**config.mk**
```make
export PLATFORM = sky130hd
export DESIGN_NAME = stream_rr_arbiter
export DESIGN_NICKNAME = d
export VERILOG_FILES = /design/src/rtl/stream_rr_arbiter_pkg.sv /design/src/rtl/stream_rr_arbiter_enc.sv /design/src/rtl/stream_rr_arbiter_pick.sv /design/src/rtl/stream_rr_arbiter.sv
export SDC_FILE = /design/constraint.sdc
export NUM_CORES = 1
export LEC_CHECK = 0
export CAP_MARGIN = 15
export CORE_MARGIN = 3
export CORE_UTILIZATION = 25
export CTS_BUF_LIST = sky130_fd_sc_hd__clkbuf_2 sky130_fd_sc_hd__clkbuf_4 sky130_fd_sc_hd__clkbuf_8
export DETAILED_ROUTE_END_ITERATION = 10
export MAX_ROUTING_LAYER = met4
export PLACE_DENSITY = 0.56
export REMOVE_ABC_BUFFERS = 1
export SYNTH_ARGS = -nofsm -noshare
export SYNTH_HDL_FRONTEND = slang
export SYNTH_SLANG_ARGS = --single-unit
```
**constraint.sdc**
```tcl
create_clock -name clk -period 2.6 [get_ports clk]
set_input_delay 0.52 -clock clk [delete_from_list [all_inputs] [get_ports clk]]
set_output_delay 0.52 -clock clk [all_outputs]
set_load 0.005 [all_outputs]
```
**src/rtl/stream_rr_arbiter_pkg.sv**
```systemverilog
// Shared constants and helpers for the stream round-robin arbiter slice.
package stream_rr_arbiter_pkg;

  // Index width for a vector of 'value' entries; never narrower than one bit.
  function automatic int clog2(input int value);
    int r;
    r = 1;
    for (int i = 1; i < 31; i++) begin
      if ((1 << i) < value) r = i + 1;
    end
    return r;
  endfunction

endpackage

```
**src/rtl/stream_rr_arbiter_enc.sv**
```systemverilog
// One-hot to binary encoder with optional one-hot validity check.
module bits_encoder
  import stream_rr_arbiter_pkg::*;
#(
  parameter int BITS                = 4,
  parameter bit INVALID_VALUE_CHECK = 1,
  localparam int OW                 = clog2(BITS)
) (
  input  logic [BITS-1:0] in,
  output logic [OW-1:0]   out,
  output logic            out_valid
);

  // Each output bit is the OR of the inputs whose index has that bit set.
  for (genvar gi = 0; gi < OW; gi++) begin : g_bit
    logic [BITS-1:0] mask;
    always_comb begin
      mask = '0;
      for (int i = 0; i < BITS; i++) begin
        mask[i] = ((i >> gi) & 1) == 1;
      end
    end
    assign out[gi] = |(in & mask);
  end

  assign out_valid = INVALID_VALUE_CHECK ? $onehot(in) : |in;

endmodule

```
**src/rtl/stream_rr_arbiter_pick.sv**
```systemverilog
// Combinational round-robin pick: first set request at or after ptr, one-hot.
module rr_priority_pick #(
  parameter int CHANNELS = 4,
  parameter int W        = 2
) (
  input  logic [CHANNELS-1:0] req,
  input  logic [W-1:0]        ptr,
  output logic [CHANNELS-1:0] winner
);

  logic [CHANNELS-1:0] rot;
  logic [CHANNELS-1:0] rot_win;

  // Rotate so ptr lands on bit 0, take the lowest set bit, rotate back.
  assign rot     = CHANNELS'({req, req} >> ptr);
  assign rot_win = rot & (~rot + CHANNELS'(1));
  assign winner  = CHANNELS'(({rot_win, rot_win} << ptr) >> CHANNELS);

endmodule

```
**src/rtl/stream_rr_arbiter.sv**
```systemverilog
// Round-robin arbiter for stream sources; holds a registered one-hot grant per packet.
module stream_rr_arbiter
  import stream_rr_arbiter_pkg::*;
#(
  parameter int CHANNELS       = 4,
  parameter bit LOCK_ON_PACKET = 1,
  localparam int W             = clog2(CHANNELS)
) (
  input  logic                clk,
  input  logic                rst_n,
  input  logic [CHANNELS-1:0] req,
  input  logic [CHANNELS-1:0] req_last,
  input  logic                link_ready,
  output logic [CHANNELS-1:0] grant,
  output logic                grant_valid,
  output logic [W-1:0]        grant_idx,
  output logic                drop_err
);

  localparam logic [0:0] IDLE   = 1'b0;
  localparam logic [0:0] LOCKED = 1'b1;

  logic [0:0]          state;
  logic [W-1:0]        ptr;
  logic [CHANNELS-1:0] grant_r;
  logic                drop_r;
  logic                enc_valid;
  logic                req_g;
  logic                last_g;
  logic                xfer;
  logic                release_now;
  logic                abort_now;
  logic [W-1:0]        ptr_adv;
  logic [W-1:0]        pick_ptr;
  logic [CHANNELS-1:0] winner;

  bits_encoder #(
    .BITS                (CHANNELS),
    .INVALID_VALUE_CHECK (1)
  ) u_enc (
    .in        (grant_r),
    .out       (grant_idx),
    .out_valid (enc_valid)
  );

  assign grant       = grant_r;
  assign grant_valid = (state == LOCKED);
  assign drop_err    = drop_r;

  assign req_g       = |(req & grant_r);
  assign last_g      = |(req_last & grant_r);
  assign xfer        = grant_valid & link_ready & req_g;
  assign release_now = xfer & (last_g | !LOCK_ON_PACKET);
  assign abort_now   = grant_valid & !req_g;

  // The channel just served moves to lowest priority before re-arbitration.
  assign ptr_adv  = (grant_idx == W'(CHANNELS - 1)) ? '0 : grant_idx + W'(1);
  assign pick_ptr = (release_now | abort_now) ? ptr_adv : ptr;

  rr_priority_pick #(
    .CHANNELS (CHANNELS),
    .W        (W)
  ) u_pick (
    .req    (req),
    .ptr    (pick_ptr),
    .winner (winner)
  );

  always_ff @(posedge clk or negedge rst_n) begin
    if (!rst_n) begin
      state   <= IDLE;
      ptr     <= '0;
      grant_r <= '0;
      drop_r  <= 1'b0;
    end else begin
      drop_r <= abort_now;
      case (state)
        IDLE: begin
          if (|req) begin
            grant_r <= winner;
            state   <= LOCKED;
          end
        end
        default: begin
          if (release_now | abort_now) begin
            ptr     <= ptr_adv;
            grant_r <= winner;
            state   <= (|req) ? LOCKED : IDLE;
          end
        end
      endcase
    end
  end

  a_enc_valid : assert property (@(posedge clk) disable iff (!rst_n) enc_valid == grant_valid);
  a_onehot0   : assert property (@(posedge clk) disable iff (!rst_n) $onehot0(grant_r));

endmodule
```
==> metrics.csv <==
metric,value,unit
Post-DP HPWL,1450,µm
Setup crit start kind,input port,
clk sinks,8,
Tcrit/Tclk final,84.8,%
slew at the pin with the worst max-slew slack,0.384,ns
Inserted Diodes,0,
top post-synthesis cells by area,"dfrtp_1, nand2_1, o211ai_1",
first-pass iteration count of the detailed router,4,
Final Wtd Congestion,0.925,
Worst Hold Class,input port to asynchronous set/reset pin,
CP max FO,8,
post-DR vias/cell,5.82,
Worst EP arrival,2.35,ns
top cell type by total area after synthesis,dfrtp_1,
max_slew headroom,74.3,%
most frequent cells in the layout,"clkdlybuf4s50_1, nand2_1, dfrtp_1",
Psw,393,µW
pwr dens,1010,mW/mm²
Root Buffer,clkbuf_4,
deepest clock path buffer count,2,
number of synthesized flops with an enable pin,0,
PnR Total Power,875,µW
Logic pwr share,61.0,%
final core occ,38.2,%
DRT iter0 DRCs,50,
die area,0.00305,mm²
WL per Instance,16.4,µm
setup TNS,0,ns
clk slew on worst S/H paths,0.06,ns
final hold vios,0,
ys async rst share,100,%
max incr delay on CP,0.48,ns
Synth Flop Type,dfrtp_1,
# fillers,226,
final net count,105,
PortBufs,18,
via count,698,
hold buffers post-CTS,0,
row count,17,
GRT Overall Usage,13.8,%
Crit-path slowest cell,clkdlybuf4s50_1,
total grt overflow,0,
H-tree levels,1,
Avg Inst Size Synth,8.78,µm²
first-pass GRT wire length,3300,µm
Unique masters post-synth,36,
Flop pwr share,28.3,%
post-layout min period,2.20,ns
multi-input logic area,385,µm²
critical path class,input port to flip-flop,
Leak,0.334,nW
Fmax achieved,454,MHz
status,"finished, final reports clean",
DRC,0,
Die Y,55.2,µm
Area growth syn-to-layout,42.4,%
CP endpoint kind,flip-flop,
register area,200,µm²
synth warn,0,
Clock Skew,0.00660,ns
post-CTS setup buffer count,0,
# IOs,19,
CTS tree,yes,
RSZ-0062 raised after global routing,false,
Clk pwr share,10.7,%
initial antenna violation count,0,
Total Routed Length,1960,µm
DRT antenna net count,0,
number of global-route vias before repair,681,
worst path required time,2.75,ns
largest net degree at the start of global routing,9,
Placeable Area,0.00225,mm²
Final Setup Violations,0,
Mapped Cells,69,
max-capacitance violation count,0,
Worst-Skew Late Latency,0.25,ns
Reg2Reg Setup Slack,0.67,ns
Initial Util,26.9,%
Pint,482,µW
share of post-route cells with drive strength above 1,16.3,%
"flops & latches, synth",8,
switch share,44.9,%
Synth top area share,33.1,%
post-synthesis sequential area ratio,33.1,%
Peak VDD IR,0.000466,V
CTS Buf Count,3,
Resized cells post-CTS,0,
DIE WIDTH,55.2,µm
Slew Limit Fails,0,
synthesized area,606,µm²
"most common cell after layout, fill and taps aside",clkdlybuf4s50_1,
cells along the critical path,clkdlybuf4s50_1 -> a222oi_1 -> nand3_2 -> clkinv_4 -> nor2_2 -> o22a_1 -> o311ai_2,
## per-stage QoR
stage	hold slack [ns]	std cells	instance area, µm²	setup slack, ns
after floorplan	0.224	68	602	0.818
after global placement	0.581	117	840	0.198
after detailed placement	0.551	117	840	0.140
after CTS	0.558	120	862	0.400
after global routing	0.571	120	862	0.333
final	0.551	120	862	0.395
## layout make-up
type / count / area share, %
Clock buffer: 3 / 2.61
Multi-Input combinational cell: 57 / 44.7
Tap cell: 28 / 4.06
Inverter: 3 / 1.89
Timing Repair Buffer: 21 / 23.5
Sequential cell: 8 / 23.2
## critical path: cells and delay by family
kind | cells | cell delay, ns
AND/OR/NAND/NOR | 2 | 0.31
buffers and inverters | 2 | 0.62
AO/OA/AOI/OAI | 3 | 0.90
## sequential cells by signal (all words and copies together), names as in the netlist
signal       count
drop_err         1
ptr              2
grant            4
grant_valid      1
## Yosys cell counts, types with 2 or more instances
master	count
nand3_1	2
nand4_1	3
o21ai_0	3
dfrtp_1	8
o31ai_1	2
nor2_1	4
a21o_1	2
inv_1	2
a22oi_1	2
o2111ai_1	2
nand2_1	11
or2_2	2
o211ai_1	3
## routing by layer
layer	vias to the layer above	share of wire (%)	GRT usage [%]
met2	60	45	19.3
met4	0	0.61	2.78
met5	-	0	-
li1	322	-	-
met1	314	42	19.2
met3	2	12	4.91
## cells by family after synthesis
| family | Yosys count | share of synthesized area (%) |
|---|---|---|
| AOI/OAI and AO/OA | 26 | 35.5 |
| xor gates and xnor gates | 2 | 2.89 |
| buffers and inverters | 4 | 3.31 |
| DFF | 8 | 33.1 |
| and+or+nand+nor | 29 | 25.2 |
## power groups by stage
stage	clock [mW]	combinational (mW)	sequential, mW
2_1_floorplan	0	0.338	0.227
3_3_place_gp	0	0.529	0.253
3_5_place_dp	0	0.529	0.249
4_1_cts	0.0986	0.532	0.247
5_1_grt	0.107	0.581	0.256
6_report	0.0938	0.534	0.247
## worst paths after layout
check                            to      from  depth (start not counted)
setup / recovery           grant[3]    req[2]                          7
setup reg to reg           grant[3]  grant[2]                          6
hold / removal               ptr[0]     rst_n                          1
hold reg to reg            grant[0]  grant[0]                          2
min in group clk           grant[0]  grant[0]                          2
max in group asynchronous    ptr[1]     rst_n                          1
Power figures use the tool's default switching activity.
